$ cat src/rtl/fifo_arb_pkg.sv
`default_nettype none
// ============================================================================
// Module      : fifo_arb_pkg
// Description : Shared definitions for fifo_issue_arbiter. Holds the arbiter
//               FSM state encoding and the output-width helper.
// Config      : FIFO_ISSUE_ARBITER_TAG_EN - when defined, the arbiter prefixes
//               each payload sent to the queue with the winning requester id.
// Revision    : 1.0 - initial release
// ============================================================================
package fifo_arb_pkg;

    typedef enum logic [1:0] {
        IDLE  = 2'd0,
        GRANT = 2'd1,
        ACK   = 2'd2
    } arb_state_e;

`ifdef FIFO_ISSUE_ARBITER_TAG_EN
    localparam bit C_TAG_EN = 1'b1;
`else
    localparam bit C_TAG_EN = 1'b0;
`endif

    // Width of the word presented to the queue: payload, plus the winner id
    // in the MSBs when tagging is enabled.
    function automatic int calc_out_w(input int entry_w, input int id_w);
        return entry_w + (C_TAG_EN ? id_w : 0);
    endfunction

endpackage
`default_nettype wire

$ cat src/rtl/round_robin_picker.sv
`default_nettype none
// ============================================================================
// Module      : round_robin_picker
// Description : Combinational round-robin selector. Searches the valid vector
//               starting one position after last_grant_i, wrapping to 0, and
//               returns the first set index.
// Ports       : valid_i      - per-requester valid vector
//               last_grant_i - index served most recently
//               any_valid_o  - at least one valid bit set
//               winner_o     - selected index (0 when nothing is valid)
// Revision    : 1.0 - initial release
// ============================================================================
module round_robin_picker #(
    parameter int NUM_REQUESTERS     = 4,
    parameter int REQUESTER_ID_WIDTH = 2
) (
    input  logic [NUM_REQUESTERS-1:0]     valid_i,
    input  logic [REQUESTER_ID_WIDTH-1:0] last_grant_i,
    output logic                          any_valid_o,
    output logic [REQUESTER_ID_WIDTH-1:0] winner_o
);

    logic [2*NUM_REQUESTERS-1:0] w_double;
    logic [2*NUM_REQUESTERS-1:0] w_masked;
    logic                        w_found;
    int                          w_start;

    // The valid vector is duplicated so a plain LSB-first priority scan over
    // the masked lower copy plus the full upper copy yields the wrapped
    // round-robin order without any modulo arithmetic.
    always_comb begin
        // Explicit wrap: the last index rolls to 0, out-of-range also restarts at 0.
        if (int'(last_grant_i) >= NUM_REQUESTERS - 1) begin
            w_start = 0;
        end else begin
            w_start = int'(last_grant_i) + 1;
        end

        w_double = {valid_i, valid_i};
        for (int i = 0; i < 2 * NUM_REQUESTERS; i++) begin
            w_masked[i] = w_double[i] && (i >= w_start);
        end

        any_valid_o = |valid_i;
        winner_o    = '0;
        w_found     = 1'b0;
        for (int i = 0; i < 2 * NUM_REQUESTERS; i++) begin
            if (w_masked[i] && !w_found) begin
                w_found = 1'b1;
                if (i >= NUM_REQUESTERS) begin
                    winner_o = REQUESTER_ID_WIDTH'(i - NUM_REQUESTERS);
                end else begin
                    winner_o = REQUESTER_ID_WIDTH'(i);
                end
            end
        end
    end

endmodule
`default_nettype wire

$ cat src/rtl/fifo_issue_arbiter.sv
`default_nettype none
// ============================================================================
// Module      : fifo_issue_arbiter
// Description : Round-robin arbiter sharing one fifo_queue write port among
//               NUM_REQUESTERS requesters over a valid / issue-ack handshake.
//               Sequence per transfer: IDLE (pick + latch) -> GRANT (valid
//               held until queue ack) -> ACK (requester ack pulse, update
//               round-robin pointer) -> IDLE.
// Config      : FIFO_ISSUE_ARBITER_TAG_EN - when defined, request_out carries
//               {winner id, payload}; otherwise payload only.
// Ports       : clk_in            - clock
//               reset_in          - asynchronous active-high reset
//               request_in        - packed payloads, requester i at [i*W +: W]
//               request_valid_in  - per-requester valid, held until its ack
//               issue_ack_out     - per-requester one-cycle ack pulse
//               request_out       - word to the queue (registered)
//               request_valid_out - valid to the queue (registered)
//               issue_ack_in      - queue ack pulse
//               grant_id_out      - index of current / last winner
// Revision    : 1.0 - initial release
// ============================================================================
module fifo_issue_arbiter import fifo_arb_pkg::*; #(
    parameter int  NUM_REQUESTERS             = 4,
    parameter int  REQUESTER_ID_WIDTH         = 2,
    parameter int  SINGLE_ENTRY_WIDTH_IN_BITS = 32,
    localparam int OUT_W = calc_out_w(SINGLE_ENTRY_WIDTH_IN_BITS, REQUESTER_ID_WIDTH)
) (
    input  logic                                             clk_in,
    input  logic                                             reset_in,
    input  logic [NUM_REQUESTERS*SINGLE_ENTRY_WIDTH_IN_BITS-1:0] request_in,
    input  logic [NUM_REQUESTERS-1:0]                        request_valid_in,
    output logic [NUM_REQUESTERS-1:0]                        issue_ack_out,
    output logic [OUT_W-1:0]                                 request_out,
    output logic                                             request_valid_out,
    input  logic                                             issue_ack_in,
    output logic [REQUESTER_ID_WIDTH-1:0]                    grant_id_out
);

    localparam int W = SINGLE_ENTRY_WIDTH_IN_BITS;

    arb_state_e                      state_q,         state_d;
    logic [REQUESTER_ID_WIDTH-1:0]   winner_q,        winner_d;
    logic [REQUESTER_ID_WIDTH-1:0]   last_grant_q,    last_grant_d;
    logic [NUM_REQUESTERS-1:0]       issue_ack_q,     issue_ack_d;
    logic [OUT_W-1:0]                request_out_q,   request_out_d;
    logic                            request_valid_q, request_valid_d;

    logic                            w_any_valid;
    logic [REQUESTER_ID_WIDTH-1:0]   w_pick;
    logic [W-1:0]                    w_sel_payload;

    round_robin_picker #(
        .NUM_REQUESTERS     (NUM_REQUESTERS),
        .REQUESTER_ID_WIDTH (REQUESTER_ID_WIDTH)
    ) u_picker (
        .valid_i      (request_valid_in),
        .last_grant_i (last_grant_q),
        .any_valid_o  (w_any_valid),
        .winner_o     (w_pick)
    );

    // Payload mux for the requester the picker selected this cycle.
    always_comb begin
        w_sel_payload = '0;
        for (int i = 0; i < NUM_REQUESTERS; i++) begin
            if (int'(w_pick) == i) begin
                w_sel_payload = request_in[i*W +: W];
            end
        end
    end

    always_ff @(posedge clk_in or posedge reset_in) begin
        if (reset_in) begin
            state_q         <= IDLE;
            winner_q        <= '0;
            last_grant_q    <= REQUESTER_ID_WIDTH'(NUM_REQUESTERS - 1);
            issue_ack_q     <= '0;
            request_out_q   <= '0;
            request_valid_q <= 1'b0;
        end else begin
            state_q         <= state_d;
            winner_q        <= winner_d;
            last_grant_q    <= last_grant_d;
            issue_ack_q     <= issue_ack_d;
            request_out_q   <= request_out_d;
            request_valid_q <= request_valid_d;
        end
    end

    always_comb begin
        state_d         = state_q;
        winner_d        = winner_q;
        last_grant_d    = last_grant_q;
        issue_ack_d     = '0;              // ack is a single-cycle pulse
        request_out_d   = request_out_q;   // holds the latched payload in GRANT
        request_valid_d = request_valid_q;

        case (state_q)
            IDLE: begin
                if (w_any_valid) begin
                    winner_d        = w_pick;
`ifdef FIFO_ISSUE_ARBITER_TAG_EN
                    request_out_d   = {w_pick, w_sel_payload};
`else
                    request_out_d   = w_sel_payload;
`endif
                    request_valid_d = 1'b1;
                    state_d         = GRANT;
                end
            end
            GRANT: begin
                // No timeout: a full queue simply keeps us here with valid held.
                if (issue_ack_in) begin
                    request_valid_d = 1'b0;
                    request_out_d   = '0;
                    for (int i = 0; i < NUM_REQUESTERS; i++) begin
                        issue_ack_d[i] = (int'(winner_q) == i);
                    end
                    state_d = ACK;
                end
            end
            ACK: begin
                // Extra cycle lets the winner drop its valid before IDLE
                // samples the request vector again.
                last_grant_d = winner_q;
                state_d      = IDLE;
            end
            default: begin
                state_d = IDLE;
            end
        endcase
    end

    assign issue_ack_out     = issue_ack_q;
    assign request_out       = request_out_q;
    assign request_valid_out = request_valid_q;
    assign grant_id_out      = winner_q;

endmodule
`default_nettype wire

$ cat config.mk
export PLATFORM = sky130hd
export DESIGN_NAME = fifo_issue_arbiter
export DESIGN_NICKNAME = d
export VERILOG_FILES = /design/src/rtl/fifo_arb_pkg.sv /design/src/rtl/round_robin_picker.sv /design/src/rtl/fifo_issue_arbiter.sv
export SDC_FILE = /design/constraint.sdc
export NUM_CORES = 1
export LEC_CHECK = 0
export CAP_MARGIN = 0
export CORE_ASPECT_RATIO = 0.7
export CORE_UTILIZATION = 32
export CTS_CLUSTER_DIAMETER = 150
export DETAILED_ROUTE_END_ITERATION = 10
export PLACE_DENSITY_LB_ADDON = 0.12
export SYNTH_ARGS = -nofsm -noshare
export SYNTH_HDL_FRONTEND = slang
export SYNTH_SLANG_ARGS = --single-unit
$ cat constraint.sdc
create_clock -name clk_in -period 2.02 [get_ports clk_in]
set_clock_uncertainty 0.2 [all_clocks]
set_input_delay 0.303 -clock clk_in [delete_from_list [all_inputs] [get_ports clk_in]]
set_output_delay 0.303 -clock clk_in [all_outputs]
set_load 0.005 [all_outputs]
==> flow_metrics.env <==
export IMPL_grt_pass1_vias=2971
export IMPL_ys_ff_latch=43
export IMPL_viasPerCell=5.20
export IMPL_final_nets=591
export IMPL_dpl_hpwl_microns=6800
export IMPL_ant_nets=0
export IMPL_grt_total_usage_pct=22.5
export IMPL_drv_cap=0
export IMPL_slowest_stage="dfstp_2"
export IMPL_fin_ws_ps=-229
export IMPL_violations="setup timing"
export IMPL_cp_required_ps=1960
export IMPL_met3_length_microns=890
export IMPL_die_x_microns=108
export IMPL_synth_xor_area_share_pct=0
export IMPL_root_buffer="clkbuf_16"
export IMPL_clk_pin_slew_worst_paths_ps=60
export IMPL_fin_setup_tns_ps=-6120
export IMPL_top_level_ports=174
export IMPL_drt_met1_wl_microns=4050
export IMPL_syn_area_sq_mm=0.00253
export IMPL_antenna_found_initial=0
export IMPL_grt_max_degree=44
export IMPL_via_count=2875
export IMPL_rows=26
export IMPL_fin_crit_ps=2250
export IMPL_grt_pass1_wl_microns=14600
export IMPL_gp_congestion=0.799
export IMPL_drc=0
export IMPL_relSlewSlack_pct=82.3
export IMPL_worstPathMaxFanout=9
export IMPL_pre_cts_slack_ps=-268
export IMPL_hold_path_class="input pin to async pin"
export IMPL_endpoint_kind="flip-flop"
export IMPL_synth_top_family_by_area="simple AND/OR/NAND/NOR gates"
export IMPL_cts_sinks=43
export IMPL_max_stage_delay_ps=540
export IMPL_top_layer_used="met4"
export IMPL_r2r_cells=9
export IMPL_cts_tree="built"
export IMPL_r2r_start="last_grant_q[0]"
export IMPL_finalHoldViolCount=0
export IMPL_timing_rr_end="request_out[21]"
export IMPL_dr_wl_met2_microns=4300
export IMPL_synth_area_per_cell_sq_um=9.45
export IMPL_hold_ws_ps=174
export IMPL_area_growth_pct=89.1
export IMPL_path_cells="inv_2, ha_4, nand2b_4, a21oi_2, a221oi_4, buf_6, buf_12, mux2i_2, o2111ai_1"
export IMPL_worst_path_buf_inv=3
export IMPL_cts_path_max_buffers=2
export IMPL_htree_levels=2
export IMPL_coreArea_sq_mm=0.00748
export IMPL_diodes=0
export IMPL_syn_inst=268
export IMPL_r2r_setup_slack_ps=-230
export IMPL_final_core_util_pct=64.0
export IMPL_yosys_area_share_adder_pct=0.988
export IMPL_powerDensity_mw_per_mm2=1200
export IMPL_die_area_sq_mm=0.00828
export IMPL_insertion_delay_ps=280
export IMPL_worstSetupStartpointType="flip-flop"
export IMPL_outcome="finished, violations left"
export IMPL_critPathTopFamily="flip-flops"
export IMPL_wire_per_inst_microns=16.9
export IMPL_min_period_over_period_pct=111
export IMPL_p_total_mw=5.73
export IMPL_finalSetupViolCount=32
export IMPL_yosys_warnings=0
export IMPL_p_leak_nw=1.97
export IMPL_grt_setup_unrepaired="true"
export IMPL_synth_compound_area_share_pct=14.3
export IMPL_dr_first_iter_drc_count=145
export IMPL_synthSimpleGateAreaFrac_pct=22.5
export IMPL_start_util_pct=33.8
export IMPL_ys_types=30
export IMPL_max_vdd_ir_drop_mv=0.727
export IMPL_seq_area_frac_synth_pct=42.6
export IMPL_worst_pin_slew_ps=265
export IMPL_die_h_microns=76.4
export IMPL_arrival_ps=2190
export IMPL_cts_buffers=5
export IMPL_syn_nets=405
export IMPL_drt_first_pass_iters=4
export IMPL_fmax_mhz=445
export IMPL_grt_remaining_overflow=0
export IMPL_drive_above_1_share_pct=13.0
export IMPL_synthMuxAreaShare_pct=13.5
export IMPL_path_class="flip-flop to flip-flop"
export IMPL_wl_microns=9350
export IMPL_slew_violations=0
export IMPL_portBuffers=173
[logic make-up (layout without fill, tap and decap cells)]
| group | count (synthesis) | in the layout |
|---|---|---|
| buffers and inverters | 28 | 215 |
| multiplexers | 34 | 34 |
| AND/OR/NAND/NOR | 119 | 119 |
| flip-flops | 43 | 43 |
| adder cells (fa/ha/maj) | 2 | 2 |
| AO/OA/AOI/OAI | 42 | 42 |
[cell usage after synthesis (all sizes together)]
cell type | n | share of area (%)
nand3 | 65 | 13
nand2 | 42 | 6.3
dfrtp | 41 | 41
mux2i | 32 | 13
o2111ai | 32 | 11
buf | 17 | 4.4
clkbuf | 7 | 1.0
inv | 4 | 0.59
o21ai | 4 | 0.94
nand2b | 3 | 0.74
a21oi | 2 | 0.40
dfstp | 2 | 2.1
ha | 2 | 0.99
mux2 | 2 | 0.89
nor2 | 2 | 0.30
a21o | 1 | 0.30
a221oi | 1 | 1.0
a22oi | 1 | 0.30
and3 | 1 | 0.25
and3b | 1 | 0.35
nor2b | 1 | 0.54
nor3 | 1 | 0.20
nor3b | 1 | 0.30
o21a | 1 | 0.30
or2 | 1 | 0.25
or3 | 1 | 0.44
[sequential cells by signal (all words and copies together), names as in the netlist]
name and flops:
issue_ack_out 4, request_out 32, state_q 2, request_valid_out 1, grant_id_out 2, last_grant_q 2
[metrics by stage]
stage | instances | area, sq um
6_report | 553 | 4790
5_1_grt | 553 | 4790
4_1_cts | 553 | 4760
3_5_place_dp | 541 | 4520
3_3_place_gp | 541 | 4520
2_1_floorplan | 268 | 2560
[layout make-up]
class                           instances  area [sq um]
Fill cell                             622          2690
Timing Repair Buffer                  203          2050
Inverter                                4          15.0
Tap cell                               98           123
Multi-Input combinational cell        197          1350
Sequential cell                        43          1080
Clock inverter                          2          35.0
Clock buffer                            6           139
[power by group]
part / switching, mW / internal, mW
Clock: 0.323 / 0.615
Combinational: 1.49 / 1.82
Sequential: 0.226 / 1.25
[what timing repair did]
action | 4_1_cts | 5_1_grt
resized for setup | 12 | 7
endpoints found under the hold margin | 0 | 0
buffers inserted | 2 | 1
hold buffers | 0 | 0
setup endpoints to repair | 32 | 33
pin swaps | 1 | 1
cloned | 2 | 0
[cell usage in the layout (no fill, tap or decap), types with 2 or more instances in the layout]
cell / instances
a21oi_2: 2
buf_4: 20
dfstp_2: 2
nand3_1: 65
clkdlybuf4s50_1: 173
clkbuf_16: 5
mux2i_2: 4
buf_12: 5
nand2_1: 41
mux2i_1: 28
o2111ai_1: 32
buf_6: 2
nor2_1: 2
dfrtp_1: 41
inv_2: 2
nand2b_1: 2
o21ai_0: 3
mux2_2: 2
inv_1: 2
buf_8: 3
[worst reg2reg max path, delay by kind of cell, from the launching register on]
family	cells	cell delay, ps
flip-flops	1	540
AO/OA/AOI/OAI	3	400
buffers and inverters	3	370
adder cells (fa/ha/maj)	1	270
multiplexers	1	220
AND/OR/NAND/NOR	1	120
[layer usage]
layer | up-vias | track usage [%]
met5 | - | 0
met4 | 0 | 6.22
met3 | 10 | 6.50
met2 | 138 | 37.1
met1 | 1358 | 28.7
li1 | 1369 | -
[worst max-delay path by stage]
stage / slack (ps) / start / endpoint / depth (start not counted)
final: -230 / last_grant_q[0] / request_out[21] / 9
after global routing: -330 / last_grant_q[0] / request_out[1] / 9
after CTS: -220 / last_grant_q[0] / request_out[19] / 9
after detailed placement: -270 / request_valid_in[0] / request_out[19] / 8
after global placement: -210 / request_valid_in[0] / request_out[10] / 8
after floorplan: -150 / last_grant_q[0] / request_out[0] / 8
(Power assumes the default switching activity.)
